===== config.mk =====
export PLATFORM = sky130hd
export DESIGN_NAME = commit_tracker
export DESIGN_NICKNAME = d
export VERILOG_FILES = /design/src/rtl/commit_tracker.sv
export SDC_FILE = /design/constraint.sdc
export NUM_CORES = 1
export LEC_CHECK = 0
export CAP_MARGIN = 20
export CORE_MARGIN = 2
export CORE_UTILIZATION = 45
export DETAILED_ROUTE_END_ITERATION = 7
export PLACE_DENSITY = 0.66
export SLEW_MARGIN = 20
export SYNTH_ARGS = -nofsm -noshare
export SYNTH_HDL_FRONTEND = slang
export SYNTH_SLANG_ARGS = --single-unit

===== constraint.sdc =====
create_clock -name clock -period 4.07 [get_ports clock]
set_input_delay 0.814 -clock clock [delete_from_list [all_inputs] [get_ports clock]]
set_output_delay 0.814 -clock clock [all_outputs]
set_load 0.01 [all_outputs]

===== src/rtl/commit_tracker.sv =====
// commit_tracker: in-order commit aggregator between the MPU and the TPU array.
// Holds up to DEPTH outstanding issues, each with a per-TPU pending mask.
// Terminations clear pending bits. The head entry is offered for commit once
// its mask is empty. Commits leave strictly in issue order.
module commit_tracker #(
  parameter int NUM_ROWS = 2,
  parameter int NUM_CLMS = 2,
  parameter int ISSUE_W  = 8,
  parameter int DEPTH    = 4,
  localparam int NUM_TPU = NUM_ROWS * NUM_CLMS,
  localparam int CNT_W   = $clog2(DEPTH + 1)
) (
  input  logic                       clock,
  input  logic                       reset,
  input  logic                       I_Req,
  input  logic [ISSUE_W-1:0]         I_Issue_No,
  input  logic [NUM_TPU-1:0]         I_En_TPU,
  input  logic [NUM_TPU-1:0]         I_Term,
  input  logic [NUM_TPU*ISSUE_W-1:0] I_Term_No,
  output logic                       O_Commit_Req,
  output logic [ISSUE_W-1:0]         O_Commit_No,
  input  logic                       I_Commit_Rdy,
  output logic                       O_Full,
  output logic                       O_Empty,
  output logic [CNT_W-1:0]           O_Count,
  output logic                       O_Overflow,
  output logic                       O_Orphan
);

  localparam int PTR_W = (DEPTH > 1) ? $clog2(DEPTH) : 1;

  // Table storage: one valid bit, issue number and pending mask per slot.
  logic [DEPTH-1:0]   entry_valid;
  logic [ISSUE_W-1:0] entry_no   [DEPTH];
  logic [NUM_TPU-1:0] entry_pend [DEPTH];

  logic [PTR_W-1:0] head;
  logic [PTR_W-1:0] tail;
  logic [CNT_W-1:0] count;
  logic             overflow;
  logic             orphan;

  logic [NUM_TPU-1:0] clr_mask [DEPTH];
  logic               orphan_set;
  logic               found;
  logic [PTR_W-1:0]   idx;

  logic full;
  logic empty;
  logic commit_req;
  logic push;
  logic pop;

  // Pointer advance with wrap at DEPTH. DEPTH need not be a power of two.
  function automatic logic [PTR_W-1:0] wrap_add(input logic [PTR_W-1:0] ptr, input int step);
    int sum;
    sum = int'(ptr) + step;
    if (sum >= DEPTH) sum = sum - DEPTH;
    return PTR_W'(sum);
  endfunction

  assign full       = (count == CNT_W'(DEPTH));
  assign empty      = (count == '0);
  assign commit_req = entry_valid[head] && (entry_pend[head] == '0);
  assign push       = I_Req && !full;
  assign pop        = commit_req && I_Commit_Rdy;

  // Per-TPU search from head for the oldest valid entry still waiting on that TPU's issue.
  always_comb begin
    orphan_set = 1'b0;
    found      = 1'b0;
    idx        = '0;
    for (int i = 0; i < DEPTH; i++) begin
      clr_mask[i] = '0;
    end
    for (int t = 0; t < NUM_TPU; t++) begin
      found = 1'b0;
      for (int k = 0; k < DEPTH; k++) begin
        idx = wrap_add(head, k);
        if (I_Term[t] && !found && entry_valid[idx] && entry_pend[idx][t] &&
            (entry_no[idx] == I_Term_No[t*ISSUE_W +: ISSUE_W])) begin
          clr_mask[idx][t] = 1'b1;
          found            = 1'b1;
        end
      end
      if (I_Term[t] && !found) begin
        orphan_set = 1'b1;
      end
    end
  end

  // Table, pointers, count and sticky flags. A push writes a slot that is
  // invalid at the start of the cycle, so it never collides with a clear.
  always_ff @(posedge clock) begin
    if (reset) begin
      head        <= '0;
      tail        <= '0;
      count       <= '0;
      entry_valid <= '0;
      overflow    <= 1'b0;
      orphan      <= 1'b0;
      for (int i = 0; i < DEPTH; i++) begin
        entry_no[i]   <= '0;
        entry_pend[i] <= '0;
      end
    end else begin
      for (int i = 0; i < DEPTH; i++) begin
        entry_pend[i] <= entry_pend[i] & ~clr_mask[i];
      end
      if (pop) begin
        entry_valid[head] <= 1'b0;
        head              <= wrap_add(head, 1);
      end
      if (push) begin
        entry_valid[tail] <= 1'b1;
        entry_no[tail]    <= I_Issue_No;
        entry_pend[tail]  <= I_En_TPU;
        tail              <= wrap_add(tail, 1);
      end
      if (I_Req && full) begin
        overflow <= 1'b1;
      end
      if (orphan_set) begin
        orphan <= 1'b1;
      end
      case ({push, pop})
        2'b10:   count <= count + 1'b1;
        2'b01:   count <= count - 1'b1;
        default: count <= count;
      endcase
    end
  end

  assign O_Commit_Req = commit_req;
  assign O_Commit_No  = entry_no[head];
  assign O_Full       = full;
  assign O_Empty      = empty;
  assign O_Count      = count;
  assign O_Overflow   = overflow;
  assign O_Orphan     = orphan;

endmodule


==> metrics.md <==
| Metric | Value |
|---|---|
| N_diodes | 0 |
| Rows | between 40 and 50 |
| Fin. Hold Viols | 0 |
| Pwr dens | between 300 and 400 nW/um^2 |
| Synth top cells by count | 99 x xnor2_1, 49 x mux4_2, 41 x and2_1 |
| FILL cells | 1201 |
| Worst-path clk slew | roughly 0.060 ns |
| Hold WC Path Type | reg2reg |
| Async set or reset register ratio after synthesis | 0 |
| Drt drc | 0 |
| Routability congestion estimate | 0.985 |
| Post-synth EDFFs | 32 |
| # Post-CTS Setup Buffers | 0 |
| CTS Sinks | 63 |
| Layout Utilization | 0.532 |
| Core footprint | ~14000 sq um |
| Largest net degree at the start of global routing | between 50 and 60 |
| CP startpoint kind | flop |
| Yosys reg bits | 63 |
| Via count | around 5300 |
| Via density | approximately 6.3 |
| GRT Total Usage | 0.256 |
| Max Root-Sink Buffers | 2 |
| Die Y | between 100 and 150 microns |
| Synth warnings | 0 |
| Multi-input gate area | approximately 4400 sq um |
| Clock Skew | just over 0.007 ns |
| TritonCTS clock tree | built |
| Post-detail-place hpwl | roughly 15000 microns |
| Final min period | 3.79 ns |
| Mapped Cells | between 600 and 700 |
| H-tree levels | 3 |
| Synthesized cell area | about 6400 sq um |
| Register cell area after layout | roughly 1600 sq um |
| Synth area leaders | mux4_2 17%, edfxtp_1 15%, xnor2_1 14% |
| Outcome | finished, final reports clean |
| CTS Root Cell | clkbuf_16 |
| First-pass GRT wire length | 29100 microns |
| DRT Wirelength | 18700 microns |
| DR WL/cell | between 20 and 25 microns |
| CTS resizes | 0 |
| Drt first-iter violations | ~680 |
| Slew @ Worst Pin | a little over 0.8 ns |
| Count leader, synth | xnor2_1 |
| Die area | approximately 15000 sq um |
| Crit-path max cell delay | 0.67 ns |
| Top cell family by delay on the critical path | buffers and inverters |
| Total congestion overflow | 0 |
| Post-synth top area share | 0.173 |
| Synth area leader | mux4_2 |
| Max_slew headroom | 0.456 |
| Max Cap Viol | 0 |
| Tcrit/Tclk final | 0.930 |
| Worst EP arrival | around 3.0 ns |
| Initial antenna violation count | 0 |
| Fmax | 264 MHz |
| Starting density of the core | 0.461 |
| Share of layout cells above drive strength 1 | 0.156 |
| Worst endpoint required time | approximately 3.3 ns |
| Buf/Inv on CP | 2 |
| Clock Latency Late Sink | ~0.33 ns |
| Setup CP Type | reg2out |
| Area Growth Syn to Fin | 15.6% |
| CP max FO | 52 |
| Setup crit end kind | output pin |
| Cell variety after synth | between 60 and 70 |
| Final Max Tran Viols | 0 |
| Total negative slack | 0 ns |
| # setup viols final | 0 |
| TritonCTS buffer count | 9 |
| Worst VDD drop | about 0.0002 V |
| Hold Buf Count CTS | 0 |
| Die width | about 120 microns |
| P_leak | between 0.002 and 0.0025 uW |
| Number of global-route vias before repair | between 5000 and 6000 |
| Top_reg_cell synth | edfxtp_1 |
| Worst path slowest cell | clkdlybuf4s50_1 |
| Nets@finish | slightly above 700 |
| Post-Syn Nets | 676 |
| First-pass DRT Iterations | 5 |
| Post-synthesis sequential area ratio | 0.248 |
| Io pins | 68 |
| Port bufs | between 60 and 70 |
| RSZ-0062 raised after global routing | no |
| Antenna Nets Post-Route | 0 |
| CP Cell Sequence | buf_4, mux4_2, nand2b_1, nor4_1, clkdlybuf4s50_1 |
| Syn Area/Cell | 10.4 sq um |
==> final cells by class <==
cell class / count / share of cell area
clock buffer: 10 / 0.0311
tap: 180 / 0.0306
multi-input combinational: 489 / 0.601
inverter: 14 / 0.00714
timing repair buffer: 79 / 0.103
sequential: 63 / 0.215
clock inverter: 6 / 0.0116
==> cells by family after synthesis <==
family,share of synthesized area
fa+ha+maj,0.0208
compound gates,0.0851
flops,0.248
mux,0.212
simple gates,0.191
xor+xnor,0.186
buf+inv,0.0564
==> through the flow <==
stage               worst slack (ns)  std cells  power [uW]  instance area, sq um  hold WS, ns
floorplan                      0.569        614        1390                  6370        0.480
global placement               0.590        825        1610                  7050        0.449
detailed placement             0.336        825        1630                  7050        0.481
CTS                            0.278        841        2440                  7360        0.494
global route                  0.0981        841        2550                  7360        0.508
finish                         0.283        841        2450                  7360        0.490
==> sequential cells by signal, indices dropped and copies added (netlist names), named ones only <==
signal,count
O_Count,3
tail,2
entry_pend,16
O_Overflow,1
entry_no,32
O_Orphan,1
entry_valid,4
head,2
==> worst register-to-register path, delay by kind of cell (launching register included) <==
family / cells / cell delay, ns
buffers and inverters: 3 / 0.81
adders and majority gates: 2 / 0.55
muxes: 1 / 0.45
and+or+nand+nor: 4 / 1.17
xor gates and xnor gates: 1 / 0.16
DFF: 1 / 0.32
AOI/OAI and AO/OA: 1 / 0.19
==> final timing paths <==
kind | startpoint | endpoint | slack, ns | cells after the start
worst min register to register | O_Overflow | O_Overflow | 0.49 | 2
worst min-delay path | O_Overflow | O_Overflow | 0.49 | 2
worst max-delay path | head[0] | O_Commit_Req | 0.28 | 5
worst max register to register | head[0] | O_Count[2] | 0.33 | 12
==> layout by cell type, fill, tap and decap left out, types with 4 or more instances in the layout <==
master | synthesis | layout
nand2_1 | 32 | 32
mux4_2 | 49 | 49
xnor2_1 | 99 | 99
nor4_1 | 8 | 8
a221o_1 | 4 | 4
o21ai_0 | 13 | 13
mux2i_1 | 16 | 16
a21o_1 | 4 | 4
and2_1 | 41 | 41
nand4_1 | 23 | 23
xor2_1 | 25 | 25
nor4b_1 | 6 | 6
buf_4 | 4 | 12
edfxtp_1 | 32 | 32
clkdlybuf4s50_1 | 0 | 67
dfxtp_1 | 31 | 30
inv_1 | 14 | 14
nor3_1 | 14 | 14
o31ai_1 | 15 | 15
a21oi_1 | 21 | 21
a32o_1 | 4 | 4
a221oi_1 | 4 | 4
nor2_1 | 18 | 18
nand3_1 | 30 | 30
ha_1 | 9 | 9
xnor2_2 | 6 | 6
clkbuf_16 | 0 | 9
==> routing by layer <==
metal  share of wire  global-route usage
met1            0.40               0.337
met2            0.50               0.432
met3           0.074              0.0291
met4           0.031              0.0999
met5               0                   0
==> power by group <==
group	switching [uW]	total [uW]	leakage, uW	internal, uW
Combinational	446	854	0.00162	408
Clock	283	816	0.000148	533
Sequential	59.5	775	0.000585	716
No activity file was read; power rests on OpenSTA's default activity.
